`src/rtl/led_alert_pkg.sv`:
```
// Shared definitions for the LED alert driver: state encoding, the chase
// base pattern and the next-state priority rule.
package led_alert_pkg;

    typedef enum logic [1:0] {
        ST_OFF   = 2'd0,
        ST_SHOW  = 2'd1,
        ST_ALERT = 2'd2,
        ST_FULL  = 2'd3
    } led_state_e;

    // One-hot seed for the FULL-state chase; shifted left by the position.
    localparam logic [7:0] CHASE_BASE = 8'h01;

    // Level value that means "bar completely filled".
    localparam logic [7:0] LEVEL_FULL = 8'hFF;

    // Fixed priority FULL > ALERT > SHOW > OFF.
    function automatic led_state_e next_state(input logic [7:0] level,
                                              input logic       critical);
        led_state_e ns;
        if (level == LEVEL_FULL) begin
            ns = ST_FULL;
        end else if (critical) begin
            ns = ST_ALERT;
        end else if (level != 8'h00) begin
            ns = ST_SHOW;
        end else begin
            ns = ST_OFF;
        end
        return ns;
    endfunction

endpackage

```
`src/rtl/led_alert_if.sv`:
```
// Signal bundle between the counter/divider stages and the LED driver.
interface led_alert_if;

    logic       tick;
    logic [7:0] level;
    logic       critical;
    logic [7:0] leds;
    logic [1:0] state;

    // Upstream side: drives the strobe, pattern and threat flag.
    modport master (
        output tick,
        output level,
        output critical,
        input  leds,
        input  state
    );

    // LED driver side.
    modport slave (
        input  tick,
        input  level,
        input  critical,
        output leds,
        output state
    );

endinterface

```
`src/rtl/led_alert_driver_blink_timer.sv`:
```
// Blink timer: counts tick strobes and flips the blink phase every
// BLINK_TICKS ticks. restart holds the timer at the start of a lit phase.
module blink_timer #(
    parameter int unsigned BLINK_TICKS = 3
) (
    input  logic clk,
    input  logic reset,
    input  logic tick,
    input  logic restart,
    output logic phase
);

    localparam logic [7:0] LAST_COUNT = 8'(BLINK_TICKS - 1);

    logic [7:0] cnt_q;
    logic [7:0] cnt_d;
    logic       phase_q;
    logic       phase_d;

    // Next count/phase: restart wins over tick, a tick at the last count toggles.
    always_comb begin
        cnt_d   = cnt_q;
        phase_d = phase_q;
        if (restart) begin
            cnt_d   = 8'd0;
            phase_d = 1'b1;
        end else if (tick) begin
            if (cnt_q == LAST_COUNT) begin
                cnt_d   = 8'd0;
                phase_d = ~phase_q;
            end else begin
                cnt_d = cnt_q + 8'd1;
            end
        end
    end

    // Timer registers; reset lands at the start of a lit phase.
    always_ff @(posedge clk or negedge reset) begin
        if (!reset) begin
            cnt_q   <= 8'd0;
            phase_q <= 1'b1;
        end else begin
            cnt_q   <= cnt_d;
            phase_q <= phase_d;
        end
    end

    assign phase = phase_q;

endmodule

```
`src/rtl/led_alert_driver.sv`:
```
// LED alert driver: picks a display mode from the level/critical inputs
// and drives a registered LED pattern (dimmed bar, blinking bar, or chase).
module led_alert_driver
    import led_alert_pkg::*;
#(
    parameter int unsigned BLINK_TICKS = 3,
    parameter int unsigned PWM_BITS    = 4,
    parameter int unsigned DIM_DUTY    = 4
) (
    input  logic        clk,
    input  logic        reset,
    led_alert_if.slave  bus
);

    localparam logic [PWM_BITS-1:0] PWM_ONE = PWM_BITS'(1);

    led_state_e          state_q;
    led_state_e          state_d;
    logic [7:0]          leds_q;
    logic [PWM_BITS-1:0] pwm_cnt_q;
    logic [2:0]          pos_q;
    logic                pwm_on;
    logic                blink_restart;
    logic                blink_phase;
    logic                stay_full;

    // Mode selection from the current inputs.
    always_comb begin
        state_d = next_state(bus.level, bus.critical);
    end

    // Widen to 32 bits so DIM_DUTY beyond the counter range means "always lit".
    assign pwm_on = ({{(32 - PWM_BITS){1'b0}}, pwm_cnt_q} < DIM_DUTY);

    // The blink timer only runs while ALERT persists across an edge; any
    // entry (or time outside ALERT) pins it to a fresh lit phase, which also
    // makes an entry-cycle tick vanish.
    assign blink_restart = !((state_d == ST_ALERT) && (state_q == ST_ALERT));
    assign stay_full     = (state_d == ST_FULL) && (state_q == ST_FULL);

    blink_timer #(
        .BLINK_TICKS (BLINK_TICKS)
    ) u_blink_timer (
        .clk     (clk),
        .reset   (reset),
        .tick    (bus.tick),
        .restart (blink_restart),
        .phase   (blink_phase)
    );

    // FSM, free-running PWM counter, chase position and LED output register.
    always_ff @(posedge clk or negedge reset) begin
        if (!reset) begin
            state_q   <= ST_OFF;
            leds_q    <= 8'h00;
            pwm_cnt_q <= '0;
            pos_q     <= 3'd0;
        end else begin
            state_q   <= state_d;
            pwm_cnt_q <= pwm_cnt_q + PWM_ONE;

            // Position only moves on ticks inside an ongoing FULL stay;
            // everywhere else it sits at 0 so every entry starts the chase fresh.
            if (stay_full) begin
                if (bus.tick) begin
                    pos_q <= pos_q + 3'd1;
                end
            end else begin
                pos_q <= 3'd0;
            end

            case (state_d)
                ST_OFF:   leds_q <= 8'h00;
                ST_SHOW:  leds_q <= pwm_on ? bus.level : 8'h00;
                ST_ALERT: leds_q <= blink_phase ? bus.level : 8'h00;
                ST_FULL:  leds_q <= CHASE_BASE << pos_q;
                default:  leds_q <= 8'h00;
            endcase
        end
    end

    assign bus.leds  = leds_q;
    assign bus.state = state_q;

endmodule

```
`src/flat_wrapper.sv`:
```
// flat-port wrapper written by rule: the top's interface ports become plain ports
module led_alert_driver_flat import led_alert_pkg::*;
#(
    parameter int unsigned BLINK_TICKS = 3,
    parameter int unsigned PWM_BITS    = 4,
    parameter int unsigned DIM_DUTY    = 4
)
  (clk, reset, bus_tick, bus_level, bus_critical, bus_leds, bus_state);
  led_alert_if bus_i ();
  input  logic clk;
  input  logic reset;
  input wire logic [$bits(bus_i.tick)-1:0] bus_tick;
  input wire logic [$bits(bus_i.level)-1:0] bus_level;
  input wire logic [$bits(bus_i.critical)-1:0] bus_critical;
  output wire logic [$bits(bus_i.leds)-1:0] bus_leds;
  output wire logic [$bits(bus_i.state)-1:0] bus_state;
  assign bus_i.tick = bus_tick;
  assign bus_i.level = bus_level;
  assign bus_i.critical = bus_critical;
  assign bus_leds = bus_i.leds;
  assign bus_state = bus_i.state;
  led_alert_driver #(.BLINK_TICKS(BLINK_TICKS), .PWM_BITS(PWM_BITS), .DIM_DUTY(DIM_DUTY)) u_core (.clk(clk), .reset(reset), .bus(bus_i));
endmodule
```
`config.mk`:
```
export PLATFORM = sky130hd
export DESIGN_NAME = led_alert_driver_flat
export DESIGN_NICKNAME = d
export VERILOG_FILES = /design/src/rtl/led_alert_pkg.sv /design/src/rtl/led_alert_if.sv /design/src/rtl/led_alert_driver_blink_timer.sv /design/src/rtl/led_alert_driver.sv /design/src/flat_wrapper.sv
export SDC_FILE = /design/constraint.sdc
export NUM_CORES = 1
export LEC_CHECK = 0
export BUFFER_PORTS_ARGS = -buffer_cell sky130_fd_sc_hd__buf_2
export CAP_MARGIN = 20
export CORE_UTILIZATION = 54
export DETAILED_ROUTE_END_ITERATION = 16
export PLACE_DENSITY = 0.75
export SYNTH_ARGS = -nofsm -noshare
export SYNTH_HDL_FRONTEND = slang
export SYNTH_SLANG_ARGS = --single-unit
```
`constraint.sdc`:
```
create_clock -name clk -period 1.7 [get_ports clk]
set_input_delay 0.17 -clock clk [delete_from_list [all_inputs] [get_ports clk]]
set_output_delay 0.17 -clock clk [all_outputs]
set_load 0.02 [all_outputs]
```
Word-level counts from Yosys, hierarchy flattened
Index checks and enable logic that the tools add are counted.
{ "word_totals": {"ff_bits": 26, "latchBits": 0, "mem_bits_rw": 0, "romBits": 0, "inputBits": 12, "out_inout_bits": 10, "wordCells": 41, "memories": 0} }
{ "classes": {"addsub": 3, "multipliers": 0, "n_div": 0, "magnitude_cmp": 1, "n_eq_ne": 10, "shift": 1, "mux": 14, "n_bitwise": 1, "n_reduce_logical": 5} }
{ "ops": {"columns": ["op", "count"], "rows": [
  ["$mux 8", 5],
  ["$pmux 8 s4", 1],
  ["$add 8x1->8 const B", 1],
  ["$eq 2x2->1 const B", 4],
  ["$eq 8x2->1 const B", 1],
  ["$eq 8x8->1 const B", 1],
  ["$reduce_bool 8->1", 1],
  ["$shl 1x3->8 const A", 1],
  ["$mux 3", 2],
  ["$ne 2x2->1 const B", 3],
  ["$add 4x1->4 const B", 1],
  ["$lt 4x3->1 const B", 1],
  ["$mux 1", 4],
  ["$mux 2", 2],
  ["$add 3x1->3 const B", 1],
  ["$eq 2x1->1 const B", 1],
  ["$logic_and 1x1->1", 2],
  ["$logic_not 2->1", 1],
  ["$reduce_and 2->1", 1],
  ["$not 1->1", 1]
]} }

Depth between registers and ports, before layout
{ "logic_depth": {"depth_word": 8, "ltp_mapped": 6, "ltp_nobuf": 6} }

Cells and area by module
Synthesis repeated with hierarchy kept, for this count alone.
{ "hier_totals": {"hier_cells": 113, "area_unflattened_um2": 1288.7} }
{ "modules_own_cells": {"columns": ["module", "n_inst", "cells_each", "area_each_um2", "seq_area_each_um2"], "rows": [
  ["led_alert_driver", 1, 60, 787.0, 425.4],
  ["blink_timer", 1, 53, 501.7, 226.5]
]} }

Worst setup path before layout
Ideal clock, no wire load.
{ "synth_path": {"path_kind": "reg2reg", "start": "register u_core.u_blink_timer.cnt_q[0]", "end": "register u_core.u_blink_timer.cnt_q[7]", "setup_ns": 0.096, "t_arrival_ns": 1.384, "required_ns": 1.604, "slack_ns": 0.221, "stages_incl_launch_ff": 7, "path_buffers": 0, "period_less_slack_ns": 1.479, "path_cell_list": "dfrtp_1 > inv_1 > ha_1 > nor4b_2 > a21boi_1 > or4b_1 > o31ai_1"} }
{ "synth_between": {"elab_chain_cells": 4, "elab_cells_between_ends": 5, "cone_classes": "add/sub: 1; eq/ne: 1; mux: 3"} }
{ "synth_lines": {"columns": ["item", "line", "rtl"], "rows": [
  ["start, declared", "led_alert_driver_blink_timer.sv:15", "logic [7:0] cnt_q;"],
  ["start signal, assigned", "led_alert_driver_blink_timer.sv:43", "cnt_q <= cnt_d;"],
  ["$add 8x1->8 or $eq 8x2->1 (tied branches)", "led_alert_driver_blink_timer.sv:32, led_alert_driver_blink_timer.sv:28", null],
  ["$mux 8 *", "led_alert_driver_blink_timer.sv:28", "if (cnt_q == LAST_COUNT) begin"],
  ["$mux 8 *", "led_alert_driver_blink_timer.sv:27", "end else if (tick) begin"],
  ["$mux 8 *", "led_alert_driver_blink_timer.sv:24", "if (restart) begin"]
]} }
Every way passes the cells marked *; elsewhere a longest branch is shown, timed or not. The select of a mux whose other input is x is not followed.
A chain may end at the register's enable or synchronous reset.

Worst setup path after layout
Same ends and word-level chain as after synthesis.

==> impl_results.md <==
- Result of the run: completed
- Compound-Gate Fraction of Synth Area: 15.19%
- Max frequency: 0.6133 GHz
- Die Span X: 50.78 um
- TNS Setup: 0 ps
- Die area: 0.002579 sq mm
- Final WL: 2257 um
- Largest family of logic cells by synthesized area: simple AND/OR/NAND/NOR gates
- Tot Pwr: 1.016 mW
- CTS H-tree depth: 1
- Seq/Total Area, Yosys: 50.73%
- Clock buffer depth: 2
- Filler Cell Count: 182
- First-pass GRT wire length: 3933 um
- Post-synthesis xor/xnor area fraction: 4.090%
- GRT Total Usage: 20.90%
- Proportion of layout cells with a drive suffix above 1: 24.09%
- Worst setup EP type: flop
- Power per cell area: 694.4 mW/mm^2
- Number of port buffers: 21
- Area of the core: 0.002233 sq mm
- Post-synthesis mux area share: 1.558%
- Synth-to-Final Area Change: 13.92%
- Clock transition at the registers of the reported paths: 130 ps
- CP arrival: 1860 ps
- Via density: 5.715
- Netlist cell types: 37
- Count of final max-slew check failures: 0
- Final Hold Vio Count: 0
- Clock latency on the worst-skew pair: 320 ps
- Post-Syn Area: 0.001285 sq mm
- Peak supply drop: 0.5138 mV
- Max transition margin: 63.86%
- Min Tclk post-route: 1631 ps
- HPWL after DPL: 1728 um
- CTS resizes: 0
- FF+latch count, synth: 26
- Wire length per cell: 13.68 um
- Vias in the first global route: 896
- Ports: 22
- Antenna violations before repair: 0
- Worst-margin pin slew: 542.1 ps
- Worst path required time: 1930 ps
- Ys Warns: 0
- Crit start category: flop
- Final setup viols: 0
- Post-CTS Setup Bufs: 0
- Placer Congestion: 0.7731
- Setup Crit Path Kind: reg2reg
- Vert. Die Dim: 50.78 um
- Avg Cell Area, Syn: 11.58 sq um
- Post-synthesis adder-cell area fraction: 8.763%
- P_leak: 0.6808 nW
- Final Util: 65.55%
- Drt initial violations: 15
- Final #Nets: 159
- Max Cap Viol: 0
- Cell Area, Placed: 0.001428 sq mm
- DR vias: 943
- TritonCTS Sinks: 26
- CTS root buf: clkbuf_4
- RSZ-0062 raised after global routing: no
- Post-route DRC: 0
- Fin crit share: 95.92%
- Max FO, Critical Path: 5
- Final ANT Viol Nets: 0
- CTS tree: yes
- Hold Crit Class: in2reg
- Post-synthesis cell count: 111
- 1st-pass router iterations: 4
- Simple-Gate Fraction of Synth Area: 17.23%
- Overflow after GRT: 0
- Rows: 17
- Cts bufs inserted: 3
- Design Area, Final: 0.001464 sq mm
- Post-Synthesis Net Count: 132
- Maximum number of pins on one net before global-route repair: 27
- # diodes: 0
- Clock Skew: 8.790 ps
- Initial Utilization: 57.53%
## sequential cells by signal (all words and copies together), names as in the netlist
name	cells
u_core.bus.leds	8
u_core.u_blink_timer.cnt_q	8
u_core.pwm_cnt_q	4
u_core.pos_q	3
u_core.bus.state	2
u_core.u_blink_timer.phase	1
## power breakdown
group / total [mW] / internal (mW) / switching [mW]
combinational: 0.114 / 0.0427 / 0.0717
sequential: 0.639 / 0.634 / 0.00549
clock: 0.263 / 0.0917 / 0.171
total: 1.02 / 0.768 / 0.248
## placed cells by master (no fill, tap or decap), drive strengths merged, types with 5 or more instances in the layout
cell   netlist  layout
nand2        6       6
buf          1      22
inv          7       7
a21oi        5       5
nand3        5       5
nor2        11      11
dfrtp       25      25
a22o         5       5
ha           9       9
## stage by stage
step                      std cells  setup slack (ps)  hold slack (ps)
after global placement          160             179.5            196.2
after CTS                       165             64.67            98.20
after detailed placement        160             87.55            187.0
after global routing            165             2.547            114.1
final                           165             69.44            100.4
after floorplan                 111             220.6           -125.6
## metal layers
layer	global-route usage (%)	vias to the layer above	wire, um
li1	-	455	-
met1	29.22	454	1098
met2	32.22	27	1032
met3	3.333	7	87
met4	8.796	0	39
met5	0	-	0
## area by class of cell
| cell class | count | area [sq um] | area share [%] |
|---|---|---|---|
| multi-input combinational | 77 | 601.8 | 41.11 |
| timing repair buffer | 23 | 122.6 | 8.376 |
| sequential | 26 | 651.9 | 44.53 |
| tap | 28 | 35.03 | 2.393 |
| inverter | 7 | 26.28 | 1.795 |
| clock buffer | 4 | 26.28 | 1.795 |
## critical path: stages, from the launching register on
cell	delay, ps
dfrtp_1	390
inv_1	70
ha_1	190
nor4b_2	180
a21boi_1	180
or4b_1	460
o31ai_1	80
## cell usage after synthesis
| library cell | n | area share [%] |
|---|---|---|
| dfrtp_1 | 25 | 49 |
| nor2_1 | 10 | 2.9 |
| ha_1 | 9 | 8.8 |
| inv_1 | 7 | 2.0 |
| nand2_1 | 6 | 1.8 |
| a21oi_1 | 5 | 1.9 |
| nand3_1 | 5 | 1.9 |
| a22o_1 | 4 | 2.7 |
| xor2_1 | 4 | 2.7 |
| a32o_1 | 3 | 2.3 |
| and3_1 | 2 | 0.97 |
| mux2i_1 | 2 | 1.6 |
| nand2b_1 | 2 | 0.97 |
| nor3_1 | 2 | 0.78 |
| nor4_1 | 2 | 0.97 |
| xnor2_1 | 2 | 1.4 |
| a211o_1 | 1 | 0.68 |
| a211oi_1 | 1 | 0.58 |
| a21boi_0 | 1 | 0.58 |
| a21boi_1 | 1 | 0.58 |
| a22o_2 | 1 | 0.78 |
| a22oi_1 | 1 | 0.58 |
| a311oi_1 | 1 | 0.68 |
| a41oi_1 | 1 | 0.68 |
| buf_2 | 1 | 0.39 |
| dfstp_2 | 1 | 2.0 |
| nand4_1 | 1 | 0.49 |
| nand4_2 | 1 | 0.97 |
| nand4_4 | 1 | 1.7 |
| nor2_4 | 1 | 0.88 |
| nor4b_2 | 1 | 1.2 |
| o2111ai_4 | 1 | 2.0 |
| o21ai_0 | 1 | 0.39 |
| o31ai_1 | 1 | 0.58 |
| or2_2 | 1 | 0.49 |
| or3_1 | 1 | 0.49 |
| or4b_1 | 1 | 0.78 |
## kinds of logic (layout without fill, tap and decap cells)
logic type	after synthesis	after routing
muxes	2	2
AOI/OAI and AO/OA	23	23
adders and majority gates	9	9
buffers and inverters	8	34
DFF	26	26
and+or+nand+nor	37	37
xor gates and xnor gates	6	6
## final timing paths
path,start,end,slack [ps],cells after the start
max,u_core.u_blink_timer.cnt_q[0]$_DFFE_PN0P_,u_core.u_blink_timer.cnt_q[7]$_DFFE_PN0P_,70,6
min,bus_level[4],u_core.bus.leds[4]$_DFF_PN0_,100,2
max reg2reg,u_core.u_blink_timer.cnt_q[0]$_DFFE_PN0P_,u_core.u_blink_timer.cnt_q[7]$_DFFE_PN0P_,70,6
min reg2reg,u_core.pwm_cnt_q[0]$_DFF_PN0_,u_core.pwm_cnt_q[0]$_DFF_PN0_,460,1
max in group asynchronous,reset,u_core.u_blink_timer.phase$_DFFE_PN1P_,970,2
min in group asynchronous,reset,u_core.bus.leds[3]$_DFF_PN0_,350,2
## timing repair
action,CTS,global route
endpoints found under the setup margin,0,0
hold buffers,1,0
endpoints found under the hold margin,25,0
(Power assumes the default switching activity.)
